<file path="src/rtl/exe_hazard_controller_pkg.sv">
// Shared constants for the EXE hazard controller: state and forwarding-select
// encodings, register-index width and the per-source hazard helper.
package exe_hazard_controller_pkg;

    localparam int REG_W = 4;

    typedef enum logic {
        RUN      = 1'b0,
        MEM_WAIT = 1'b1
    } state_t;

    typedef enum logic [1:0] {
        FWD_REG = 2'b00,
        FWD_MEM = 2'b01,
        FWD_WB  = 2'b10
    } fwd_sel_t;

    // With forwarding only a load in EXE stalls. Without it, any pending write
    // in EXE or MEM does. Register 0 is an ordinary register here.
    function automatic logic src_hazard(
        input logic             forward_en,
        input logic [REG_W-1:0] src,
        input logic             exe_wb_en,
        input logic             exe_mem_r_en,
        input logic [REG_W-1:0] exe_dest,
        input logic             mem_wb_en,
        input logic [REG_W-1:0] mem_dest
    );
        if (forward_en)
            return exe_mem_r_en && (src == exe_dest);
        else
            return (exe_wb_en && (src == exe_dest)) || (mem_wb_en && (src == mem_dest));
    endfunction

endpackage

</file>
<file path="src/rtl/exe_hazard_controller_forwarding_unit.sv">
// Forwarding select for one ALU source. The MEM result is newer than the WB
// result, so MEM wins when both match.
module forwarding_unit
    import exe_hazard_controller_pkg::*;
(
    input  logic             forward_en,
    input  logic [REG_W-1:0] src,
    input  logic             mem_wb_en,
    input  logic [REG_W-1:0] mem_dest,
    input  logic             wb_wb_en,
    input  logic [REG_W-1:0] wb_dest,
    output logic [1:0]       sel
);

    // NOTE: sel is given a value before any branch so that no path through
    // this block leaves it unassigned and infers a latch.
    always_comb begin
        sel = FWD_REG;
        if (forward_en && mem_wb_en && (mem_dest == src))
            sel = FWD_MEM;
        else if (forward_en && wb_wb_en && (wb_dest == src))
            sel = FWD_WB;
    end

endmodule

</file>
<file path="src/rtl/exe_hazard_controller.sv">
// EXE-stage hazard controller: operand forwarding, load-use/RAW stalls, branch
// flushes and whole-pipeline freezes while data memory is busy.
module exe_hazard_controller
    import exe_hazard_controller_pkg::*;
(
    input  logic             clk,
    input  logic             rst,
    input  logic             forward_en,
    input  logic [REG_W-1:0] id_src1,
    input  logic [REG_W-1:0] id_src2,
    input  logic             id_two_src,
    input  logic [REG_W-1:0] exe_src1,
    input  logic [REG_W-1:0] exe_src2,
    input  logic             exe_wb_en,
    input  logic             exe_mem_r_en,
    input  logic [REG_W-1:0] exe_dest,
    input  logic             branch_taken,
    input  logic             mem_wb_en,
    input  logic [REG_W-1:0] mem_dest,
    input  logic             mem_req,
    input  logic             mem_ready,
    input  logic             wb_wb_en,
    input  logic [REG_W-1:0] wb_dest,
    output logic [1:0]       alu_src1_mux_sel,
    output logic [1:0]       alu_src2_mux_sel,
    output logic             freeze_front,
    output logic             bubble_exe,
    output logic             flush,
    output logic             freeze_all,
    output logic [15:0]      stall_cycles,
    output logic [7:0]       flush_count
);

    localparam logic [15:0] STALL_MAX = 16'hFFFF;
    localparam logic [7:0]  FLUSH_MAX = 8'hFF;

    state_t state;
    logic   pending_flush;
    logic   hazard;

    forwarding_unit u_fwd_src1 (
        .forward_en (forward_en),
        .src        (exe_src1),
        .mem_wb_en  (mem_wb_en),
        .mem_dest   (mem_dest),
        .wb_wb_en   (wb_wb_en),
        .wb_dest    (wb_dest),
        .sel        (alu_src1_mux_sel)
    );

    forwarding_unit u_fwd_src2 (
        .forward_en (forward_en),
        .src        (exe_src2),
        .mem_wb_en  (mem_wb_en),
        .mem_dest   (mem_dest),
        .wb_wb_en   (wb_wb_en),
        .wb_dest    (wb_dest),
        .sel        (alu_src2_mux_sel)
    );

    always_comb begin
        hazard = src_hazard(forward_en, id_src1, exe_wb_en, exe_mem_r_en,
                            exe_dest, mem_wb_en, mem_dest)
              || (id_two_src && src_hazard(forward_en, id_src2, exe_wb_en,
                                           exe_mem_r_en, exe_dest, mem_wb_en, mem_dest));
    end

    // The freeze starts in the same cycle the memory stall is seen, before the
    // state register has caught up, and drops on the cycle the memory is ready.
    always_comb begin
        freeze_all   = !mem_ready && ((state == MEM_WAIT) || mem_req);
        flush        = !freeze_all && (branch_taken || pending_flush);
        freeze_front = !freeze_all && !flush && hazard;
        bubble_exe   = !freeze_all && !flush && hazard;
    end

    // NOTE: state is updated with non-blocking assignments so every register
    // samples the values from before this edge, independent of statement order.
    always_ff @(posedge clk or negedge rst) begin
        if (!rst) begin
            state         <= RUN;
            pending_flush <= 1'b0;
            stall_cycles  <= '0;
            flush_count   <= '0;
        end else begin
            if (state == RUN) begin
                if (mem_req && !mem_ready)
                    state <= MEM_WAIT;
            end else if (mem_ready) begin
                state <= RUN;
            end

            // A taken branch during a freeze is remembered and becomes one flush.
            if (freeze_all && branch_taken)
                pending_flush <= 1'b1;
            else if (!freeze_all)
                pending_flush <= 1'b0;

            if (freeze_all && (stall_cycles != STALL_MAX))
                stall_cycles <= stall_cycles + 16'd1;

            if (flush && (flush_count != FLUSH_MAX))
                flush_count <= flush_count + 8'd1;
        end
    end

endmodule

</file>
<file path="config.mk">
export PLATFORM = sky130hd
export DESIGN_NAME = exe_hazard_controller
export DESIGN_NICKNAME = d
export VERILOG_FILES = /design/src/rtl/exe_hazard_controller_pkg.sv /design/src/rtl/exe_hazard_controller_forwarding_unit.sv /design/src/rtl/exe_hazard_controller.sv
export SDC_FILE = /design/constraint.sdc
export NUM_CORES = 1
export LEC_CHECK = 0
export CAP_MARGIN = 20
export CORE_ASPECT_RATIO = 1.4
export CORE_MARGIN = 1
export CORE_UTILIZATION = 40
export CTS_CLUSTER_DIAMETER = 40
export DETAILED_ROUTE_END_ITERATION = 6
export PLACE_DENSITY_LB_ADDON = 0.15
export SLEW_MARGIN = 20
export SYNTH_ARGS = -nofsm -noshare
export SYNTH_HDL_FRONTEND = slang
export SYNTH_SLANG_ARGS = --single-unit
</file>
<file path="constraint.sdc">
create_clock -name clk -period 3.12 [get_ports clk]
set_input_delay 0.624 -clock clk [delete_from_list [all_inputs] [get_ports clk]]
set_output_delay 0.624 -clock clk [all_outputs]
set_load 0.01 [all_outputs]
</file>
== Word level (Yosys, flattened, before mapping) ==
Index checks and enable logic that the tools add are counted.

* Add/subtract/negate cells: 2
* Equality and inequality tests: 11
* Mux-type cells: 11
* Reduce and logical (&&, ||, !) cells: 29

{| class="wikitable"
|+ Operators by type and width
! kind !! number
|-
| $eq 4x4->1 || 8
|-
| $logic_and 1x1->1 || 21
|-
| $add 16x1->16 const B || 1
|-
| $ne 16x16->1 const B || 1
|-
| $add 8x1->8 const B || 1
|-
| $mux 2 || 4
|-
| $ne 8x8->1 const B || 1
|-
| $mux 1 || 7
|-
| $logic_or 1x1->1 || 5
|-
| $logic_not 1->1 || 3
|-
| $ne 2x1->1 const B || 1
|}

* Register bits after elaboration: 26
* Input bits: 39

== Logic depth before layout (Yosys ltp) ==
Gate-level depths: netlist of run 1.

* Word-level depth: 7
* Mapped depth: 6

== By module ==
A second synthesis of run 1 with hierarchy kept.

* Cells, all modules: 169
* Area total of the unflattened synthesis: 1689.1 um^2

{| class="wikitable"
|+ Modules (own cells, without submodules)
! module !! times used !! cells an instance !! area an instance (um^2)
|-
| exe_hazard_controller || 1 || 141 || 1446.4
|-
| forwarding_unit || 2 || 14 || 121.4
|}

== Least setup slack after synthesis of run 1 ==
No wires, ideal clock.

* Kind: input port to output port
* From: input id_src1[2]
* To: output freeze_front
* Arrival time: 1.620 ns
* Required time: 2.496 ns
* Setup slack: 0.876 ns
* Stages: 6
* Cell sequence: xor2_1 > nor4_1 > a31oi_1 > o32ai_1 > and3_2 > buf_4

* Cells in the longest elaborated chain, start to end: 6

{| class="wikitable"
|+ Ends and longest elaborated chain
! element !! line !! text
|-
| start: declaration || exe_hazard_controller.sv:9 || <nowiki>input logic [REG_W-1:0] id_src1,</nowiki>
|-
| $eq 4x4->1, on equally long branches || exe_hazard_controller_pkg.sv:30, exe_hazard_controller_pkg.sv:32 ||
|-
| $logic_and 1x1->1 || exe_hazard_controller_pkg.sv:32 || <nowiki>return (exe_wb_en && (src == exe_dest)) || (mem_wb_en && (src == mem_dest));</nowiki>
|-
| $logic_or 1x1->1 || exe_hazard_controller_pkg.sv:32 ||
|-
| $mux 1 * || exe_hazard_controller_pkg.sv:29 || <nowiki>if (forward_en)</nowiki>
|-
| $logic_or 1x1->1 * || exe_hazard_controller.sv:64 || <nowiki>|| (id_two_src && src_hazard(forward_en, id_src2, exe_wb_en,</nowiki>
|-
| $logic_and 1x1->1 * || - ||
|-
| end: declaration || exe_hazard_controller.sv:26 || <nowiki>output logic freeze_front,</nowiki>
|}

Mark *: on every way between the ends. The rest lies on a longest branch, timed or not.

== Worst setup path after layout of run 1 ==
* From: input mem_dest[1]
* To: output alu_src2_mux_sel[0]

* Cells in the longest elaborated chain, start to end: 3

{| class="wikitable"
|+ Ends and longest elaborated chain
! element !! line !! text
|-
| start: declaration || exe_hazard_controller.sv:19 || <nowiki>input logic [REG_W-1:0] mem_dest,</nowiki>
|-
| $eq 4x4->1 || exe_hazard_controller_forwarding_unit.sv:19 || <nowiki>if (forward_en && mem_wb_en && (mem_dest == src))</nowiki>
|-
| $logic_and 1x1->1 || exe_hazard_controller_forwarding_unit.sv:19 ||
|-
| $mux 2 || exe_hazard_controller_forwarding_unit.sv:19 ||
|-
| end: declaration || exe_hazard_controller.sv:25 || <nowiki>output logic [1:0] alu_src2_mux_sel,</nowiki>
|}

Every way passes these cells.

==> qor.txt, run 1 <==
STA
--------------------------------------------------------------------------------------
Final worst path period need                                                   3000 ps
Worst-margin pin slew                                                           429 ps
Layout Skew                                                                    3.50 ps
RSZ-0062 raised after global routing                                             false
Fmax achieved                                                                  333 MHz
Final setup violating endpoints                                                      0
Number of max-slew violations in the final report                                    0
Headroom to the max-slew limit                                                   71.4%
Tcrit/Tclk final                                                                 96.2%
Final hold violation count                                                           0

PWR
--------------------------------------------------------------------------------------
Cell leakage power                                                             1.05 nW
Peak ir drop on the vdd network                                               0.409 mV
Pwr per Cell Area                                                          484 mW/mm^2
Overall power of the completed layout                                          1.19 mW

GLOBAL ROUTING
--------------------------------------------------------------------------------------
Met2 capacity usage during global routing                                        36.8%
Global-route wire length before repair                                         6980 um
Global-route met3 utilization                                                    3.33%
Vias in the first global route                                                    1573
Leftover overflow at the end of global routing                                       0
GR Util met1                                                                     22.1%
Largest net degree at the start of global routing                                   27
Total global-route track usage                                                   19.8%
Number of antenna violations at the first check in global routing                    0
Routing layer with the top usage in global route                                  met2

LOGIC SYNTHESIS
--------------------------------------------------------------------------------------
Post-synthesis simple-gate area fraction                                         21.7%
Number of storage elements in the synthesis netlist                                 26
Net count after synthesis                                                          197
Adder-cell share of the synthesized area                                         1.53%
Combinational family with the most area after synthesis                   XOR/XNOR gates
Share of the synthesized netlist area taken by xor and xnor gates                27.4%
Netlist cell types                                                                  30
Gate Count Post-Synth                                                              156
Synth Area in Compound Gates                                                     4.83%
Portion of netlist area occupied by mux cells                                    2.68%
Cell Area, Synth                                                          0.00163 mm^2
Library cell with the largest summed area after synthesis                 sky130_fd_sc_hd__dfrtp_1
Synth top area share                                                             39.9%
Most area-consuming cells after synthesis                                 sky130_fd_sc_hd__dfrtp_1, sky130_fd_sc_hd__xnor2_1, sky130_fd_sc_hd__xor2_1
Per-instance average area after synthesis                                    10.5 um^2
Sequential element share of the synthesized area                                 39.9%
Ys Warns                                                                             0

FLOORPLAN
--------------------------------------------------------------------------------------
Starting density of the core                                                     41.6%
Overall die area                                                          0.00434 mm^2
Count of pins on the block boundary                                                 71
Number of standard-cell rows in the floorplan                                       27
Die width                                                                      56.0 um
Placeable Area                                                            0.00392 mm^2
Overall die height                                                             77.6 um

CLOCKING
--------------------------------------------------------------------------------------
Clk Latency, worst-skew pair                                                    260 ps
CTS sink count                                                                      26
Number of setup buffers added after CTS                                              0
H-tree levels                                                                        1
Longest Clk Path Bufs                                                                2
Clock tree root buffer cell                                               sky130_fd_sc_hd__clkbuf_8
Clock slew at the register clock pins of the worst setup and hold paths          80 ps
CTS buffer count                                                                     3
TritonCTS clock tree                                                             built

SETUP PATH
--------------------------------------------------------------------------------------
Startpoint Class                                                          primary input
Critical Setup Path Class                                                       in2out
Worst path required time                                                       2500 ps
Critical Path Sink Type                                                    output port
WP data arrival                                                                2380 ps
Highest fanout seen on the critical path                                             3

ROUTING
--------------------------------------------------------------------------------------
Violation count after the first detailed-routing iteration                          29
Drt pass-1 iters                                                                     3
Post-route ant nets                                                                  0
Wire length per cell                                                           14.3 um
DRC violations left                                                                  0
Final Routed Wirelength                                                        3930 um
Routed vias                                                                       1417
Via/cell ratio                                                                    5.15

FINISH
--------------------------------------------------------------------------------------
Most common cell after layout, fill and taps aside                        sky130_fd_sc_hd__clkdlybuf4s50_1
Count of nets after finishing                                                      275
Layout cells sized above 1                                                       11.2%
Post-synthesis to final-layout area growth                                       50.8%
Utilization of the core after routing                                            62.8%
# diodes                                                                             0
Number of inserted filler cells in the final layout                                352
Most frequent cells in the layout                                         sky130_fd_sc_hd__clkdlybuf4s50_1, sky130_fd_sc_hd__xnor2_1, sky130_fd_sc_hd__dfrtp_1

PLACE
--------------------------------------------------------------------------------------
Gpl congestion                                                                   0.999
Buffers added on ports                                                              70
Post-detailed-placement half-perimeter wirelength                              3130 um

STATUS
--------------------------------------------------------------------------------------
Run status                                                                complete, no violations

RUN
--------------------------------------------------------------------------------------
MaxCap Viol Count                                                                    0

WORST HOLD PATH
--------------------------------------------------------------------------------------
Class of the tightest hold or removal check                                    reg2reg

[Yosys cell counts]
cell type and number:
sky130_fd_sc_hd__dfrtp_1 26, sky130_fd_sc_hd__a311oi_4 1, sky130_fd_sc_hd__o32ai_1 1, sky130_fd_sc_hd__and2_2 1, sky130_fd_sc_hd__nand3_1 11, sky130_fd_sc_hd__or2_2 1
sky130_fd_sc_hd__a31oi_1 2, sky130_fd_sc_hd__o21bai_4 1, sky130_fd_sc_hd__nor4_1 6, sky130_fd_sc_hd__and3_2 5, sky130_fd_sc_hd__o21a_1 1, sky130_fd_sc_hd__a21oi_1 1
sky130_fd_sc_hd__xor2_1 25, sky130_fd_sc_hd__mux2_2 3, sky130_fd_sc_hd__and4_2 1, sky130_fd_sc_hd__mux2i_1 1, sky130_fd_sc_hd__buf_4 1, sky130_fd_sc_hd__inv_4 1
sky130_fd_sc_hd__nand2_4 1, sky130_fd_sc_hd__nor3_1 2, sky130_fd_sc_hd__xnor2_1 26, sky130_fd_sc_hd__buf_6 1, sky130_fd_sc_hd__nand4_4 1, sky130_fd_sc_hd__and3_1 5
sky130_fd_sc_hd__nor2_1 7, sky130_fd_sc_hd__ha_1 2, sky130_fd_sc_hd__and3b_1 1, sky130_fd_sc_hd__inv_1 2, sky130_fd_sc_hd__nand4_1 8, sky130_fd_sc_hd__nand2_1 11
[registers in the layout, summed over array words and instances, names as in the netlist]
| signal | count |
|---|---|
| stall_cycles | 16 |
| pending_flush | 1 |
| flush_count | 8 |
| state | 1 |
[where the power goes]
group          internal (mW)  switching, mW
combinational          0.292          0.195
sequential             0.417          0.104
clock                 0.0863         0.0960
[path summary, 6_finish.rpt]
| path | slack [ps] | end | start | depth (start not counted) |
|---|---|---|---|---|
| max | 120 | alu_src2_mux_sel[0] | mem_dest[1] | 6 |
| min | 500 | flush_count[6]$_DFFE_PN0P_ | flush_count[6]$_DFFE_PN0P_ | 1 |
| max reg2reg | 1220 | flush_count[7]$_DFFE_PN0P_ | flush_count[0]$_DFFE_PN0P_ | 6 |
| min reg2reg | 500 | flush_count[6]$_DFFE_PN0P_ | flush_count[6]$_DFFE_PN0P_ | 1 |
| max in group asynchronous | 2150 | stall_cycles[14]$_DFFE_PN0P_ | rst | 2 |
| min in group asynchronous | 710 | stall_cycles[1]$_DFFE_PN0P_ | rst | 2 |
[what timing repair did]
action	in CTS	in global routing
gates resized for setup	4	3
hold buffers	0	0
endpoints found under the setup margin	4	3
[worst max-delay path: stages]
cell and delay (ps):
sky130_fd_sc_hd__clkdlybuf4s50_1 460, sky130_fd_sc_hd__buf_4 180, sky130_fd_sc_hd__xnor2_1 180, sky130_fd_sc_hd__nand3_1 110
sky130_fd_sc_hd__nor4_2 220, sky130_fd_sc_hd__clkdlybuf4s50_1 590
[cells by family after synthesis]
| kind of cell | Yosys count |
|---|---|
| XOR/XNOR | 51 |
| AND/OR/NAND/NOR | 61 |
| flip-flops | 26 |
| buffers and inverters | 5 |
| AO/OA/AOI/OAI | 7 |
| multiplexers | 4 |
| adder cells (fa/ha/maj) | 2 |
[stage by stage]
stage | instance area [um^2] | worst slack (ps) | hold WS (ps) | TNS [ps] | std cells
global route | 2460 | 16.5 | 520 | 0 | 275
floorplan | 1630 | 876 | 328 | 0 | 156
finish | 2460 | 118 | 496 | 0 | 275
CTS | 2450 | 56.8 | 500 | 0 | 275
global placement | 2400 | -29.1 | 479 | -57.3 | 272
detailed placement | 2400 | -87.1 | 484 | -207 | 272
[layer usage]
metal	wire length [um]	vias to the layer above
met4	85	0
met2	2030	57
met5	0	-
li1	-	695
met3	242	8
met1	1570	657
[cell type report]
type / count / area (um^2) / share of cell area (%)
multi-input combinational: 125 / 961 / 39.1
clock buffer: 3 / 41.3 / 1.68
timing repair buffer: 75 / 739 / 30.1
tap: 43 / 53.8 / 2.19
sequential: 26 / 651 / 26.4
inverter: 3 / 13.8 / 0.560
(Power assumes the default switching activity.)
==> run 2, diff against run 1 <==
--- a/config.mk
+++ b/config.mk
@@ -12,7 +12,6 @@
 export CTS_CLUSTER_DIAMETER = 40
 export DETAILED_ROUTE_END_ITERATION = 6
 export PLACE_DENSITY_LB_ADDON = 0.15
-export SLEW_MARGIN = 20
 export SYNTH_ARGS = -nofsm -noshare
 export SYNTH_HDL_FRONTEND = slang
 export SYNTH_SLANG_ARGS = --single-unit
==> results of run 2 <==
The final DEF is identical to that of run 1; final timing and power are the same.
